### config.mk
export PLATFORM = sky130hd
export DESIGN_NAME = rx_packet_ctrl_flat
export DESIGN_NICKNAME = d
export VERILOG_FILES = /design/src/rtl/rx_packet_if.sv /design/src/rtl/rx_packet_ctrl.sv /design/src/flat_wrapper.sv
export SDC_FILE = /design/constraint.sdc
export NUM_CORES = 1
export LEC_CHECK = 0
export CAP_MARGIN = 20
export CORE_MARGIN = 3
export CORE_UTILIZATION = 35
export DETAILED_ROUTE_END_ITERATION = 12
export SLEW_MARGIN = 0
export SYNTH_ARGS = -nofsm -noshare
export SYNTH_HDL_FRONTEND = slang
export SYNTH_SLANG_ARGS = --single-unit
### constraint.sdc
create_clock -name clk -period 5.9 [get_ports clk]
set_clock_uncertainty 0.05 [all_clocks]
set_input_delay 0.59 -clock clk [delete_from_list [all_inputs] [get_ports clk]]
set_output_delay 0.59 -clock clk [all_outputs]
set_load 0.05 [all_outputs]
### src/rtl/rx_packet_if.sv
// Byte-receiver to packet-controller to host signal bundle.
//   master: byte source and packet consumer (drives byte_*, pkt_ready)
//   slave : rx_packet_ctrl (drives pkt_*, *_err, busy)
interface rx_packet_if;
  localparam int unsigned BYTE_W = 8;
  localparam int unsigned LEN_W  = 4;
  localparam int unsigned DATA_W = 128;

  logic              byte_valid;
  logic [BYTE_W-1:0] byte_in;
  logic              byte_fe;
  logic              pkt_valid;
  logic              pkt_ready;
  logic [LEN_W-1:0]  pkt_len;
  logic [DATA_W-1:0] pkt_data;
  logic              crc_err;
  logic              fmt_err;
  logic              tmo_err;
  logic              ovr_err;
  logic              busy;

  modport master (
    output byte_valid, byte_in, byte_fe, pkt_ready,
    input  pkt_valid, pkt_len, pkt_data, crc_err, fmt_err, tmo_err, ovr_err, busy
  );

  modport slave (
    input  byte_valid, byte_in, byte_fe, pkt_ready,
    output pkt_valid, pkt_len, pkt_data, crc_err, fmt_err, tmo_err, ovr_err, busy
  );
endinterface

### src/rtl/rx_packet_ctrl.sv
// Packet-layer controller behind a UART byte receiver.
// Frames are {SYNC,L} header, L+1 payload bytes, CRC-8 (poly 0x07, init 0).
// Completed packets are held and offered to the host on a valid/ready pair.
// Ports:
//   clk, rst_n : clock and asynchronous active-low reset
//   bus        : rx_packet_if.slave (byte strobe/data/fe in, packet + error pulses out)
// Parameters:
//   TIMEOUT : inter-byte timeout in clk cycles (1..255)
//   SYNC    : required upper nibble of the header byte
module rx_packet_ctrl #(
  parameter int unsigned TIMEOUT = 255,
  parameter logic [3:0]  SYNC    = 4'hA
) (
  input logic        clk,
  input logic        rst_n,
  rx_packet_if.slave bus
);

  localparam int unsigned BYTE_W = 8;
  localparam int unsigned LEN_W  = 4;
  localparam int unsigned DATA_W = 128;
  localparam int unsigned CNT_W  = 8;
  // Counter value on the cycle before the timeout would be reached.
  localparam logic [CNT_W-1:0] TMO_LAST = CNT_W'(TIMEOUT - 1);

  typedef enum logic [1:0] {
    IDLE    = 2'd0,
    PAYLOAD = 2'd1,
    CRC     = 2'd2,
    HOLD    = 2'd3
  } state_t;

  state_t              state;
  logic [BYTE_W-1:0]   crc;
  logic [LEN_W-1:0]    idx;
  logic [CNT_W-1:0]    tmo_cnt;
  logic [LEN_W-1:0]    pkt_len;
  logic [DATA_W-1:0]   pkt_data;
  logic                pkt_valid;
  logic                crc_err;
  logic                fmt_err;
  logic                tmo_err;
  logic                ovr_err;
  logic                busy;

  logic [BYTE_W-1:0]   crc_upd_c;
  logic                hdr_ok_c;
  logic                tmo_hit_c;

  // One byte of CRC-8, MSB first, unrolled into 8 shift/XOR stages.
  function automatic logic [BYTE_W-1:0] crc8_next(input logic [BYTE_W-1:0] crc_in,
                                                  input logic [BYTE_W-1:0] data);
    logic [BYTE_W-1:0] c;
    c = crc_in ^ data;
    for (int i = 0; i < 8; i++) begin
      c = c[7] ? ((c << 1) ^ 8'h07) : (c << 1);
    end
    return c;
  endfunction

  // The header starts a fresh CRC, so seed with zero while idle.
  assign crc_upd_c = crc8_next((state == IDLE) ? 8'h00 : crc, bus.byte_in);
  assign hdr_ok_c  = !bus.byte_fe && (bus.byte_in[7:4] == SYNC);
  assign tmo_hit_c = (tmo_cnt == TMO_LAST);

  // Frame sequencer; error flags default low so each fires for one cycle only.
  always_ff @(posedge clk or negedge rst_n) begin
    if (!rst_n) begin
      state     <= IDLE;
      crc       <= '0;
      idx       <= '0;
      tmo_cnt   <= '0;
      pkt_len   <= '0;
      pkt_data  <= '0;
      pkt_valid <= 1'b0;
      crc_err   <= 1'b0;
      fmt_err   <= 1'b0;
      tmo_err   <= 1'b0;
      ovr_err   <= 1'b0;
      busy      <= 1'b0;
    end else begin
      crc_err <= 1'b0;
      fmt_err <= 1'b0;
      tmo_err <= 1'b0;
      ovr_err <= 1'b0;

      case (state)
        IDLE: begin
          tmo_cnt <= '0;
          if (bus.byte_valid) begin
            if (hdr_ok_c) begin
              pkt_len  <= bus.byte_in[3:0];
              crc      <= crc_upd_c;
              pkt_data <= '0;
              idx      <= '0;
              busy     <= 1'b1;
              state    <= PAYLOAD;
            end else begin
              fmt_err <= 1'b1;
            end
          end
        end

        PAYLOAD: begin
          if (bus.byte_valid) begin
            if (bus.byte_fe) begin
              fmt_err <= 1'b1;
              busy    <= 1'b0;
              state   <= IDLE;
            end else begin
              pkt_data[{idx, 3'b000} +: BYTE_W] <= bus.byte_in;
              crc     <= crc_upd_c;
              tmo_cnt <= '0;
              if (idx == pkt_len) begin
                state <= CRC;
              end else begin
                idx <= idx + 4'd1;
              end
            end
          end else if (tmo_hit_c) begin
            tmo_err <= 1'b1;
            busy    <= 1'b0;
            state   <= IDLE;
          end else begin
            tmo_cnt <= tmo_cnt + 8'd1;
          end
        end

        CRC: begin
          if (bus.byte_valid) begin
            tmo_cnt <= '0;
            if (bus.byte_fe) begin
              fmt_err <= 1'b1;
              busy    <= 1'b0;
              state   <= IDLE;
            end else if (bus.byte_in == crc) begin
              pkt_valid <= 1'b1;
              state     <= HOLD;
            end else begin
              crc_err <= 1'b1;
              busy    <= 1'b0;
              state   <= IDLE;
            end
          end else if (tmo_hit_c) begin
            tmo_err <= 1'b1;
            busy    <= 1'b0;
            state   <= IDLE;
          end else begin
            tmo_cnt <= tmo_cnt + 8'd1;
          end
        end

        HOLD: begin
          // A byte here is lost even on the handshake edge; it is never a header.
          if (bus.byte_valid) begin
            ovr_err <= 1'b1;
          end
          if (bus.pkt_ready) begin
            pkt_valid <= 1'b0;
            busy      <= 1'b0;
            state     <= IDLE;
          end
        end

        default: begin
          busy  <= 1'b0;
          state <= IDLE;
        end
      endcase
    end
  end

  assign bus.pkt_valid = pkt_valid;
  assign bus.pkt_len   = pkt_len;
  assign bus.pkt_data  = pkt_data;
  assign bus.crc_err   = crc_err;
  assign bus.fmt_err   = fmt_err;
  assign bus.tmo_err   = tmo_err;
  assign bus.ovr_err   = ovr_err;
  assign bus.busy      = busy;

endmodule

### src/flat_wrapper.sv
// flat-port wrapper written by rule: the top's interface ports become plain ports
module rx_packet_ctrl_flat 
#(
  parameter int unsigned TIMEOUT = 255,
  parameter logic [3:0]  SYNC    = 4'hA
)
  (clk, rst_n, bus_byte_valid, bus_byte_in, bus_byte_fe, bus_pkt_ready, bus_pkt_valid, bus_pkt_len, bus_pkt_data, bus_crc_err, bus_fmt_err, bus_tmo_err, bus_ovr_err, bus_busy);
  rx_packet_if bus_i ();
  input logic clk;
  input logic rst_n;
  input wire logic [$bits(bus_i.byte_valid)-1:0] bus_byte_valid;
  input wire logic [$bits(bus_i.byte_in)-1:0] bus_byte_in;
  input wire logic [$bits(bus_i.byte_fe)-1:0] bus_byte_fe;
  input wire logic [$bits(bus_i.pkt_ready)-1:0] bus_pkt_ready;
  output wire logic [$bits(bus_i.pkt_valid)-1:0] bus_pkt_valid;
  output wire logic [$bits(bus_i.pkt_len)-1:0] bus_pkt_len;
  output wire logic [$bits(bus_i.pkt_data)-1:0] bus_pkt_data;
  output wire logic [$bits(bus_i.crc_err)-1:0] bus_crc_err;
  output wire logic [$bits(bus_i.fmt_err)-1:0] bus_fmt_err;
  output wire logic [$bits(bus_i.tmo_err)-1:0] bus_tmo_err;
  output wire logic [$bits(bus_i.ovr_err)-1:0] bus_ovr_err;
  output wire logic [$bits(bus_i.busy)-1:0] bus_busy;
  assign bus_i.byte_valid = bus_byte_valid;
  assign bus_i.byte_in = bus_byte_in;
  assign bus_i.byte_fe = bus_byte_fe;
  assign bus_i.pkt_ready = bus_pkt_ready;
  assign bus_pkt_valid = bus_i.pkt_valid;
  assign bus_pkt_len = bus_i.pkt_len;
  assign bus_pkt_data = bus_i.pkt_data;
  assign bus_crc_err = bus_i.crc_err;
  assign bus_fmt_err = bus_i.fmt_err;
  assign bus_tmo_err = bus_i.tmo_err;
  assign bus_ovr_err = bus_i.ovr_err;
  assign bus_busy = bus_i.busy;
  rx_packet_ctrl #(.TIMEOUT(TIMEOUT), .SYNC(SYNC)) u_core (.clk(clk), .rst_n(rst_n), .bus(bus_i));
endmodule
Word-level counts from Yosys, hierarchy flattened. Cells that the tools add are included.

Bits in registers: 160. Latch bits: 0. RAM bits: 0. Memory bits (read-only): 0. Bits of input ports: 13. Logic and storage cells: 130. Memories kept: 0.

$add $sub $neg: 3. Multipliers: 0. Divide/modulo/power cells: 0. Order comparisons: 0. Equal/unequal tests: 20. Shifts and indexed selects: 2. Mux-type cells: 70. Bitwise gates (word level): 9. Reductions and logical operators: 14.

Operators by type and width (count): $mux 128 (4); $pmux 128 s2 (1); $bwmux 128 (1); $shift 8x9->128 const A (1); $shiftx 8x9->128 (1); $mux 8 (9); $mux 1 (25); $mux 3 (8); $not 3->3 (8); $pmux 8 s3 (1); $mux 2 (10); $mux 4 (5); $pmux 8 s2 (1); $reduce_and 5->1 (3); $ne 2x2->1 const B (7); $neg 7->9 (1); $add 8x1->8 const B (1); $eq 8x8->1 (1); $eq 8x8->1 const B (1); $pmux 2 s4 (1); $pmux 4 s2 (1); $xor 8x8->8 (1); $ne 3x3->1 const B (2); $reduce_and 6->1 (1); other kinds (19) (23).

Longest topological paths before layout.
Word-level depth: 22. Mapped depth: 9. Mapped depth without buffers: 7.

Worst setup path after synthesis. OpenSTA, ideal clock, no wires.

Kind: register -> register. From: register u_core.idx[0]. To: register u_core.pkt_data[10] (netlist: u_core.bus.pkt_data[10]). Arrival: 2211 ps. Setup slack: 3517 ps. Stages on the path, launching flop included: 10. Period minus slack after synthesis: 2383 ps. Cells stage by stage: dfrtp_1 > clkbuf_1 > inv_1 > ha_1 > or2_2 > o31ai_1 > o211a_1 > buf_2 > o21ai_2 > a32o_1.

Longest elaborated chain between the ends: 6.

Ends and longest elaborated chain: start, declared (line rx_packet_ctrl.sv:35) `logic [LEN_W-1:0] idx;`; start signal, assigned (line rx_packet_ctrl.sv:117) `idx <= idx + 4'd1;`; $neg 7->9 * (line rx_packet_ctrl.sv:111) `pkt_data[{idx, 3'b000} +: BYTE_W] <= bus.byte_in;`; $shiftx 8x9->128 / $shift 8x9->128 (equally long branches) (line rx_packet_ctrl.sv:111); $bwmux 128 * (line rx_packet_ctrl.sv:111); $mux 128 * (line rx_packet_ctrl.sv:106) `if (bus.byte_fe) begin`; $mux 128 * (line rx_packet_ctrl.sv:105) `if (bus.byte_valid) begin`; $pmux 128 s2 * (line rx_packet_ctrl.sv:87) `case (state)`; end signal, assigned by index (line rx_packet_ctrl.sv:111); end, declared (line rx_packet_ctrl.sv:38) `logic [DATA_W-1:0] pkt_data;`.

Every way passes the cells marked *; elsewhere a longest branch is shown, timed or not. The select of a mux whose other input is x is not followed. A chain may end at the register's enable or synchronous reset.

Worst setup path in the final report.
From: register u_core.state[1]. To: register u_core.pkt_data[12] (netlist: u_core.bus.pkt_data[12]).

Longest elaborated chain between the ends: 3.

Ends and longest elaborated chain: start, declared (line rx_packet_ctrl.sv:33) `state_t state;`; start signal, assigned (line rx_packet_ctrl.sv:69) `state <= IDLE;`; start signal, assigned (line rx_packet_ctrl.sv:97) `state <= PAYLOAD;`; start signal, assigned (line rx_packet_ctrl.sv:109) `state <= IDLE;`; $eq 2x1->1 / $logic_not 2->1 (equally long branches) (line rx_packet_ctrl.sv:87); $ne 2x2->1 (no source line) (tied with other cells); $reduce_and 5->1 (no source line).

Several ways; a longest one is shown, not always the timed one.

==> results.txt <==
* Outcome: complete, no violations
- The worst setup path is captured at a flip-flop.
- Summed over all layers, the routed wires come to around 22000 um.
- Max IR drop VDD: approximately 0.24 mV
- Mux share of post-synthesis cell area: 1.35%
- Adder-cell area share of the yosys netlist: between 1 and 1.5%
- Of the total power, the clock network draws 26.7%.
- Core utilization of the finished layout: 47.4%
- The worst setup path is of the reg2reg kind.
- Count of different cell masters after synthesis: 63
- Later-pin clock latency in the skew report: approximately 0.43 ns
- Tot GR Track Use: a little under a fifth
- The largest single stage delay on the critical path is roughly 0.83 ns.
- Total inserted antenna cells: 0
- After routing, the total negative slack on setup checks comes to 0 ns.
- The synthesized design contains between 150 and 200 register bits.
- Synth top area cells: dfrtp_1 53%, a22o_1 8.9%, a32o_1 6.5%
- Summing the areas of all and, or, nand and nor instances in the mapped netlist gives between 10 and 15% of the synthesized area.
- In the layout the commonest cells are 160 x dfrtp_1, 149 x clkdlybuf4s50_1, 76 x a22o_1.
- No sink is reached through more buffers than the 2 on the longest clock path.
- Met2 routed wirelength: between 10000 and 15000 um
- Share of the synthesized area in compound gates (AO/OA/AOI/OAI): between 20% and 30%
- The H-tree was split into 4 levels.
* R2R Setup Slk: roughly 2.7 ns
- The routed layout has between 6000 and 7000 vias.
- Power density over the cells: between 400 and 500 nW/um^2
- Setup repair after global routing left no endpoint under its margin.
- Summing the areas of all xor and xnor instances in the mapped netlist gives 4.96% of the synthesized area.
- After filler insertion, the fill cell instance count of the layout stands at around 1900.
- Portion of the clock cycle consumed by the worst path in the final layout: between 50% and 60%
- Ys flop type: dfrtp_1
- Number of failing hold endpoints at the final stage: 0
- Met3 WL post-DR: between 1000 and 1500 um
- Clock buffers created by TritonCTS: 17
- Slew Limit Headroom: a little under a third
* Switching share of power: between 40% and 50%
- Highest metal layer with signal wires: met4
* Async set or reset register ratio after synthesis: between 90% and 100%
* Placeable Area: 20700 um^2
- Fraction of final layout cells sized beyond drive strength 1: 9.66%
- Using the TritonRoute via totals, the vias-per-cell ratio works out to between 5 and 6.
* CP cell instances: inv_1 > ha_2 > nand2_1 > a21o_1 > nor2_2 > a32o_1
* Gpl congestion: about 0.85
- Of all nets on the critical path, the largest fanout is 48.
- Die Span Y: ~150 um
* Post-route met1 wirelength: ~9700 um
- After synthesis, the largest family of logic cells by area is compound AO/OA/AOI/OAI gates.
* Initial antenna violation count: 0
- The first global-routing pass estimated 35300 um of wire.
- Library cell used as clock root buffer: clkbuf_16
- Final hold slack: around 0.18 ns
- Total of endpoints with negative setup slack in the final report: 0
- When the netlist entered floorplanning its net count stood at roughly 670.
* Switching Power: around 1.8 mW
- Registers are responsible for 32.5% of the overall power.
- The tool flagged a number of max-cap violations equal to 0.
- Internal power: roughly 2.6 mW
- Slowest library cell on the worst path: nor2_2
- Cts hold-fix bufs: 0
- Total count of max-transition violations in the final report: 0
- Layout net count: 796
- The die is between 150 and 200 um wide.
* Critical path required time: 6.21 ns
* Startpoint type of the worst setup path: flip-flop
- Summed over all cells, the static leakage comes to about 4.2 nW.
- After clock tree synthesis, the setup repair step added 0 buffers.
- Total DRC errors in the routed layout: 0
* CTS sink count: 160
* HPWL Detailed: between 10000 and 15000 um
- Yosys mapped a number of flops with a built-in enable equal to 0.
- Starting DRC count in detailed routing: around 340
- Clock-pin slew was measured on the worst setup and hold paths at approximately 0.07 ns.
* DR pass1 iterations: 5
* Starting density of the core: between 30% and 40%
- CP top delay family: simple AND/OR/NAND/NOR gates
- Floorplan row count: between 50 and 60
- In this run the biggest area consumer among cell types represents about 53% of the synthesized area.
- ANT nets after route: 0
* Avg Cell Area, Syn: ~12 um^2
* Die area: approximately 23000 um^2
- Number of global-route vias before repair: ~6200
- After layout, the design draws a total of 4.45 mW.
- Tmin final: approximately 3.2 ns
- Fin cells: 1057
- Yosys printed 0 warnings.
- Total of cells resized after clock tree synthesis: 0
- Hold crit path type: in2async
* Fmax: roughly 0.31 GHz
- Once placement completed, the tool counted placed cells totaling 1025.
- Leaving out fill and tap cells, the most frequent cell in the layout is dfrtp_1.
- Overflow left after global routing: 0
- Pin count of the biggest net entering global routing: 92
- Leading area contributor after synthesis: dfrtp_1
- Dividing the detail-routed wire length by the instance count gives between 20 and 25 um.
* Number of top-level design ports: around 150
* Synth Instances: 643
* Signal arrival time at the worst endpoint: between 3 and 4 ns
* Port Buffer Count: 150
- Sequential area share after synthesis: 53.2%
* Pin slew with the least headroom to its limit: 1.04 ns
- TritonCTS built the clock tree.
- The synthesized netlist occupies a cell area of roughly 7500 um^2.
- Combinational group share of total power: slightly above 40%
- Relative to the synthesized area, the layout overhead comes to 30.5%.
- The number of buffers and inverters on the critical path is 1.
-- power groups by stage --
stage          logic [mW]  registers, mW  clock network (mW)
4_1_cts              1.82           1.45                1.21
3_5_place_dp         1.81           1.47                   0
5_1_grt              1.97           1.47                1.25
2_1_floorplan        1.05           1.73                   0
3_3_place_gp         1.77           1.46                   0
6_report             1.82           1.45                1.19
-- through the flow --
step	instance area [um^2]	worst slack, ns
floorplan	7520	3.52
global placement	9180	2.65
detailed placement	9180	2.57
CTS	9820	2.66
global route	9820	2.40
finish	9820	2.69
-- cells in the mapped netlist, drive strengths merged, types with 3 or more instances --
| cell type | n |
|---|---|
| xnor2 | 18 |
| nor2b | 7 |
| a32o | 49 |
| clkbuf | 19 |
| a21o | 9 |
| a31o | 4 |
| nand2 | 40 |
| a21oi | 18 |
| nand2b | 11 |
| nor4 | 4 |
| o31ai | 5 |
| mux2i | 3 |
| xor2 | 15 |
| dfrtp | 160 |
| nand3 | 26 |
| inv | 9 |
| a22o | 76 |
| o22ai | 3 |
| o21ai | 30 |
| buf | 30 |
| ha | 9 |
| mux2 | 6 |
| nor2 | 29 |
| nand4 | 5 |
| and2 | 4 |
| or3 | 3 |
| a31oi | 3 |
| nor3 | 8 |
| o211ai | 14 |
-- final timing paths --
kind	start	endpoint	cells past startpoint
setup / recovery	u_core.state[1]	u_core.bus.pkt_data[12]	6
hold / removal	rst_n	u_core.bus.tmo_err	1
setup reg to reg	u_core.state[1]	u_core.bus.pkt_data[12]	6
hold reg to reg	u_core.bus.pkt_data[92]	u_core.bus.pkt_data[92]	1
max in group asynchronous	rst_n	u_core.bus.pkt_data[70]	2
min in group clk	u_core.bus.pkt_data[92]	u_core.bus.pkt_data[92]	1
-- area by class of cell --
class	count	area, um^2	area share, %
flip-flops and latches	160	4000	40.8
multi-input cells	424	3220	32.8
repair buffers	161	1590	16.2
clock buffers	19	443	4.51
well taps	270	338	3.44
clock inverters	13	193	1.96
inverters	10	37.5	0.382
-- registers in the layout (all words and copies together), names as in the netlist --
register              flops
u_core.bus.ovr_err        1
u_core.bus.pkt_valid      1
u_core.crc                8
u_core.idx                4
u_core.bus.fmt_err        1
u_core.bus.crc_err        1
u_core.bus.pkt_len        4
u_core.bus.tmo_err        1
u_core.bus.pkt_data     128
u_core.tmo_cnt            8
u_core.state              2
u_core.bus.busy           1
-- logic make-up (layout without fill, tap and decap cells) --
kind of cell	count (synthesis)	after routing
simple gates	148	148
flops	160	160
fa+ha+maj	9	9
compound gates	222	222
xor+xnor	36	36
mux	9	9
buf+inv	59	203
-- routing by layer --
layer,GRT usage (%),vias up
li1,-,2713
met1,24.3,3064
met2,31.0,185
met3,4.29,41
met4,6.96,0
met5,0,-
-- worst reg2reg max path: cells and delay by family, from the launching register on --
family | cells | cell delay [ns]
DFF | 1 | 0.42
buffers and inverters | 1 | 0.11
and+or+nand+nor | 2 | 1.06
adders and majority gates | 1 | 0.79
AOI/OAI and AO/OA | 2 | 0.70
Note: power is estimated with default switching activity, not from simulation.
